### src/rtl/hack_uart_tx.sv
// -----------------------------------------------------------------------------
// hack_uart_tx
// Memory-mapped UART transmitter on the Hack CPU data bus. A CPU store to
// DATA_ADDR queues outM[7:0] in a small byte FIFO; queued bytes are sent as
// 8N1 frames (LSB first) on txd. Back-to-back frames have no idle gap.
//
// Ports:
//   clk       system clock, rising edge
//   reset     asynchronous, active-high; clears FIFO, flags and FSM
//   addressM  CPU data word address
//   outM      CPU write data
//   writeM    CPU write strobe
//   rd_data   status word {13'b0, overflow, full, empty} when
//             addressM == STATUS_ADDR, else 16'h0000 (combinational)
//   txd       serial output, idles high
//   busy      FIFO non-empty or a frame in flight
//
// Optional feature macro: UART_TX_PARITY_EN
//   When defined, an even-parity bit (XOR of the data bits) is sent between
//   data bit 7 and the stop bit, giving 11-bit frames.
// -----------------------------------------------------------------------------
module hack_uart_tx #(
  parameter int          CLKS_PER_BIT = 434,
  parameter int          FIFO_DEPTH   = 8,
  parameter logic [14:0] DATA_ADDR    = 15'h6002,
  parameter logic [14:0] STATUS_ADDR  = 15'h6003
) (
  input  logic        clk,
  input  logic        reset,
  input  logic [14:0] addressM,
  input  logic [15:0] outM,
  input  logic        writeM,
  output logic [15:0] rd_data,
  output logic        txd,
  output logic        busy
);

  localparam int PTR_W = $clog2(FIFO_DEPTH);
  localparam int CNT_W = PTR_W + 1;
  localparam logic [CNT_W-1:0] DEPTH_C   = CNT_W'(FIFO_DEPTH);
  localparam logic [CNT_W-1:0] CNT_ONE   = CNT_W'(1);
  localparam logic [PTR_W-1:0] PTR_ONE   = PTR_W'(1);
  localparam logic [15:0]      BAUD_LAST = 16'(CLKS_PER_BIT - 1);

  localparam logic [2:0] S_IDLE   = 3'd0;
  localparam logic [2:0] S_START  = 3'd1;
  localparam logic [2:0] S_DATA   = 3'd2;
  localparam logic [2:0] S_STOP   = 3'd3;
`ifdef UART_TX_PARITY_EN
  localparam logic [2:0] S_PARITY = 3'd4;
`endif

  // ---------------------------------------------------------------------------
  // Bus decode
  // ---------------------------------------------------------------------------
  logic push_req, flag_clr;
  assign push_req = writeM && (addressM == DATA_ADDR);
  assign flag_clr = writeM && (addressM == STATUS_ADDR) && outM[2];

  // The upper data byte has no destination in this block.
  logic unused_hi;
  assign unused_hi = ^outM[15:8];

  // ---------------------------------------------------------------------------
  // Byte FIFO
  // ---------------------------------------------------------------------------
  logic [7:0]       mem_q [FIFO_DEPTH];
  logic [PTR_W-1:0] rd_ptr_q, wr_ptr_q;
  logic [CNT_W-1:0] count_q;
  logic             overflow_q;
  logic             empty, full, push, pop;
  logic [7:0]       head;

  logic [2:0]  state_q, state_d;
  logic [15:0] baud_q, baud_d;
  logic [2:0]  bit_q, bit_d;
  logic [7:0]  shift_q, shift_d;
  logic        txd_q, txd_d;
  logic        bit_end;

  assign empty   = (count_q == '0);
  assign full    = (count_q == DEPTH_C);
  assign head    = mem_q[rd_ptr_q];
  assign bit_end = (baud_q == BAUD_LAST);

  // The FSM takes the head byte in IDLE, or at the end of STOP to chain the
  // next frame with no idle gap.
  assign pop  = !empty && ((state_q == S_IDLE) || ((state_q == S_STOP) && bit_end));
  // A simultaneous pop frees a slot, so a push to a full FIFO still fits.
  assign push = push_req && (!full || pop);

  // NOTE: the storage array has no reset; only pointers and count define
  // which entries are valid, so clearing the data would be wasted logic.
  always_ff @(posedge clk) begin
    if (push) mem_q[wr_ptr_q] <= outM[7:0];
  end

  // NOTE: sequential state uses non-blocking assignments so every register
  // samples pre-edge values regardless of statement order.
  always_ff @(posedge clk or posedge reset) begin
    if (reset) begin
      rd_ptr_q   <= '0;
      wr_ptr_q   <= '0;
      count_q    <= '0;
      overflow_q <= 1'b0;
    end else begin
      if (push) wr_ptr_q <= wr_ptr_q + PTR_ONE;
      if (pop)  rd_ptr_q <= rd_ptr_q + PTR_ONE;
      case ({push, pop})
        2'b10:   count_q <= count_q + CNT_ONE;
        2'b01:   count_q <= count_q - CNT_ONE;
        default: count_q <= count_q;
      endcase
      if (push_req && !push) overflow_q <= 1'b1;
      else if (flag_clr)     overflow_q <= 1'b0;
    end
  end

  // ---------------------------------------------------------------------------
  // Transmit FSM
  // ---------------------------------------------------------------------------
`ifdef UART_TX_PARITY_EN
  logic parity_q, parity_d;
`endif

  // NOTE: every next-state signal gets a default before the case so no
  // path can leave one unassigned and infer a latch.
  always_comb begin
    state_d = state_q;
    bit_d   = bit_q;
    shift_d = shift_q;
    txd_d   = txd_q;
    baud_d  = (state_q == S_IDLE || bit_end) ? 16'd0 : baud_q + 16'd1;
`ifdef UART_TX_PARITY_EN
    parity_d = pop ? ^head : parity_q;
`endif
    case (state_q)
      S_IDLE: begin
        txd_d = 1'b1;
        if (!empty) begin
          state_d = S_START;
          shift_d = head;
          txd_d   = 1'b0;
        end
      end
      S_START: if (bit_end) begin
        state_d = S_DATA;
        bit_d   = 3'd0;
        txd_d   = shift_q[0];
      end
      S_DATA: if (bit_end) begin
        if (bit_q == 3'd7) begin
`ifdef UART_TX_PARITY_EN
          state_d = S_PARITY;
          txd_d   = parity_q;
`else
          state_d = S_STOP;
          txd_d   = 1'b1;
`endif
        end else begin
          bit_d   = bit_q + 3'd1;
          shift_d = shift_q >> 1;
          txd_d   = shift_q[1];  // becomes shift[0] after this shift
        end
      end
`ifdef UART_TX_PARITY_EN
      S_PARITY: if (bit_end) begin
        state_d = S_STOP;
        txd_d   = 1'b1;
      end
`endif
      S_STOP: if (bit_end) begin
        if (!empty) begin
          state_d = S_START;
          shift_d = head;
          txd_d   = 1'b0;
        end else begin
          state_d = S_IDLE;
        end
      end
      default: begin
        state_d = S_IDLE;
        txd_d   = 1'b1;
      end
    endcase
  end

  always_ff @(posedge clk or posedge reset) begin
    if (reset) begin
      state_q <= S_IDLE;
      baud_q  <= '0;
      bit_q   <= '0;
      shift_q <= '0;
      txd_q   <= 1'b1;
`ifdef UART_TX_PARITY_EN
      parity_q <= 1'b0;
`endif
    end else begin
      state_q <= state_d;
      baud_q  <= baud_d;
      bit_q   <= bit_d;
      shift_q <= shift_d;
      txd_q   <= txd_d;
`ifdef UART_TX_PARITY_EN
      parity_q <= parity_d;
`endif
    end
  end

  // ---------------------------------------------------------------------------
  // Outputs: txd comes straight from a flop so it never glitches.
  // ---------------------------------------------------------------------------
  assign txd  = txd_q;
  assign busy = (state_q != S_IDLE) || !empty;

  always_comb begin
    rd_data = 16'h0000;
    if (addressM == STATUS_ADDR) rd_data = {13'b0, overflow_q, full, empty};
  end

endmodule

### config.mk
export PLATFORM = sky130hd
export DESIGN_NAME = hack_uart_tx
export DESIGN_NICKNAME = d
export VERILOG_FILES = /design/src/rtl/hack_uart_tx.sv
export SDC_FILE = /design/constraint.sdc
export NUM_CORES = 1
export LEC_CHECK = 0
export ABC_AREA = 1
export BUFFER_PORTS_ARGS = -buffer_cell sky130_fd_sc_hd__buf_4
export CORE_MARGIN = 10
export CORE_UTILIZATION = 25
export CTS_CLUSTER_DIAMETER = 50
export CTS_CLUSTER_SIZE = 16
export DETAILED_ROUTE_END_ITERATION = 8
export HOLD_SLACK_MARGIN = 0.03
export PLACE_DENSITY = 0.46
export SYNTH_ARGS = -nofsm -noshare
export SYNTH_HDL_FRONTEND = slang
export SYNTH_SLANG_ARGS = --single-unit
### constraint.sdc
create_clock -name clk -period 4.5 [get_ports clk]
set_clock_uncertainty 0.1 [all_clocks]
set_input_delay 0.675 -clock clk [delete_from_list [all_inputs] [get_ports clk]]
set_output_delay 0.675 -clock clk [all_outputs]
set_load 0.02 [all_outputs]
==> flow_summary.json <==
{
  "status": "finished clean",
  "post_synth_main_area_contributors": "edfxtp_1 37%, dfrtp_1 19%, nand2_1 11%",
  "hold_buffers": 0,
  "via_per_inst": 4.39,
  "drt-wirelength-per-cell_um": 13.7,
  "synth.top_cell.area_share_pct": 36.7,
  "mappedNetlistArea_mm2": 0.00523,
  "rsz_0062_raised_after_global_routing": "false",
  "nets": 644,
  "clock.fmax_mhz": 345,
  "port_buffers": 30,
  "grt_pass1_wl_um": 19500,
  "ctsLongestPathBuffers": 2,
  "peakVddDrop_uv": 156,
  "ys_seq_area_share_pct": 56.4,
  "register_area_mm2": 0.00295,
  "cts.repair_timing.setup_buffer_count": 0,
  "max-slew-margin-rel_pct": 33.8,
  "post_synth_num_cell_types": 36,
  "tritoncts_num_sinks": 105,
  "cts_buf_count": 9,
  "required_ns": 4.62,
  "routabilityCongestion": 0.816,
  "design.die.area_mm2": 0.0271,
  "final_antenna_net_count": 0,
  "cap_violations": 0,
  "min_period_ns": 2.90,
  "chipHeight_um": 165,
  "postSynthCellCount": 567,
  "detailed_place_hpwl_um": 8180,
  "start_util_pct": 25.6,
  "htree_num_levels": 3,
  "hold_viol_final": 0,
  "finalSetupTns_ns": 0,
  "worst-slew-pin-transition_ns": 0.989,
  "antenna_found_initial": 0,
  "num_vias": 3821,
  "pin_count_of_the_biggest_net_entering_global_routing": 42,
  "ioPinCount": 52,
  "timing.final.crit_share_pct": 64.4,
  "yosysWarningCount": 0,
  "drt_pass1_iterations": 4,
  "setup_violations": 0,
  "die_x_um": 165,
  "timing.hold.worst.class": "input port to async pin",
  "powerDensity_mw_per_mm2": 310,
  "crit_path_max_fanout": 19,
  "cts_resized": 0,
  "synth-seq-cells": 105,
  "cp-end-kind": "flop",
  "globalRouteTotalUtil_pct": 9.16,
  "share_of_cells_above_drive_strength_1_pct": 12.5,
  "cts-root-buf": "clkbuf_16",
  "drc_errors": 0,
  "tritoncts_clock_tree": "yes",
  "multi_input_comb_area_mm2": 0.00199,
  "nFillCells": 2147,
  "netlist.top_cell.by_area": "edfxtp_1",
  "kind_of_start_point_of_the_critical_path": "flop",
  "worst-setup-path-type": "flop to flop",
  "power.leakage_nw": 2.54,
  "clkLatencyLatePin_ns": 0.35,
  "grt_pass1_vias": 3808,
  "total_number_of_placement_rows": 52,
  "drt_iter0_markers": 241,
  "cts.clk_slew.worst_paths_ns": 0.08,
  "timing.critical_path.arrival_ns": 3.02,
  "core_utilization_of_the_finished_layout_pct": 29.4,
  "n_antenna_cell": 0,
  "global_route.overflow_total": 0,
  "area_growth_syn_to_layout_pct": 14.7,
  "timing_max_transition_violations_final": 0,
  "routed_wirelength_um": 12000,
  "design.core.area_mm2": 0.0204,
  "synth.avg_cell_area_um2": 9.23
}
==> path summary, 6_finish.rpt <==
check | from | endpoint | slack (ns) | cells after the start
max | baud_q[0] | count_q[3] | 1.60 | 14
min | reset | baud_q[3] | 0.35 | 3
max reg2reg | baud_q[0] | count_q[3] | 1.60 | 14
min reg2reg | txd | txd | 0.37 | 2
max in group asynchronous | reset | shift_q[5] | 3.56 | 3
min in group clk | txd | txd | 0.37 | 2
==> cell families (layout without fill, tap and decap cells) <==
| kind of cell | after synthesis | in the layout | share of synthesized area (%) |
|---|---|---|---|
| compound gates | 36 | 36 | 3.56 |
| xor+xnor | 11 | 11 | 1.84 |
| fa+ha+maj | 14 | 14 | 3.49 |
| buf+inv | 73 | 95 | 6.53 |
| flops | 105 | 105 | 56.4 |
| other cells | 1 | 13 | 0.0717 |
| simple gates | 327 | 327 | 28.1 |
==> worst max-delay path, cell delays in order (launching register included) <==
cell	delay [ns]
dfrtp_1	0.44
ha_1	0.23
nand4_1	0.12
nor2_1	0.19
nand2_4	0.12
nand2_4	0.22
nand3_2	0.14
inv_1	0.08
ha_1	0.23
ha_1	0.29
a21oi_1	0.13
nand2_1	0.07
a21oi_1	0.13
o21ai_0	0.12
xor2_1	0.16
==> cell usage in the layout, fill, tap and decap left out, types with 2 or more instances in the layout <==
cell type / Yosys / layout
nand3b_1: 5 / 5
nand4_1: 17 / 17
nor2_1: 60 / 60
a21oi_1: 18 / 18
edfxtp_1: 64 / 64
inv_2: 4 / 4
clkinv_1: 1 / 2
buf_4: 13 / 33
nor4_1: 2 / 2
o21ai_0: 10 / 10
clkbuf_16: 0 / 9
inv_1: 41 / 40
nand3_1: 57 / 57
xnor2_1: 3 / 3
ha_1: 13 / 13
nor2_2: 4 / 4
inv_6: 0 / 3
clkinv_8: 0 / 2
xor2_1: 8 / 8
nand2_4: 4 / 4
o21ai_1: 6 / 6
conb_1: 1 / 13
nand3_2: 3 / 3
nor3_1: 9 / 9
dfrtp_1: 40 / 40
or2_2: 6 / 6
nand2_1: 155 / 155
==> layer usage <==
metal  vias up  routed length, um  GRT usage, %
met1      1818               5260          10.5
met2        64               5980          16.2
met5         -                  0             0
met3        16                506          2.22
li1       1923                  -             -
met4         0                207          3.42
==> power breakdown <==
group / switching [mW] / internal, mW / total, mW
clock: 0.385 / 0.410 / 0.795
sequential: 0.0000687 / 1.02 / 1.02
combinational: 0.0295 / 0.0161 / 0.0456
==> through the flow <==
step	cell area (um2)	instances	worst slack, ns	hold WS (ns)	total power [mW]
floorplan	5280	579	1.83	0.341	1.07
global placement	5690	855	1.44	0.361	1.09
detailed placement	5690	855	1.39	0.368	1.09
CTS	6000	871	1.60	0.371	1.90
global route	6000	871	1.31	0.392	1.94
finish	6000	871	1.60	0.348	1.86
==> Yosys cell counts, drive strengths merged <==
library cell,number
buf,23
dfstp,1
a211oi,1
nand3,60
inv,45
nor2,65
and2,1
o21ai,16
edfxtp,64
dfrtp,40
clkinv,1
nor3b,1
nor4,2
clkbuf,4
fa,1
or2,6
nand4,17
xnor2,3
a21oi,19
xor2,8
nand3b,5
nand2,160
ha,13
nor3,10
conb,1
==> final cells by class <==
class                           instances  area share (%)
Inverter                               46            2.88
Multi-Input combinational cell        401            33.1
Sequential cell                       105            49.1
Clock buffer                           10            3.98
Tap cell                              270            5.63
Clock inverter                          6            1.17
Timing Repair Buffer                   33            4.13
==> state kept, by name (all words and copies together), names as in the netlist <==
signal and flops:
mem_q 64, baud_q 16, shift_q 8, count_q 4, bit_q 3, rd_ptr_q 3, wr_ptr_q 3, state_q 2
overflow_q 1, txd 1
(Power assumes the default switching activity.)
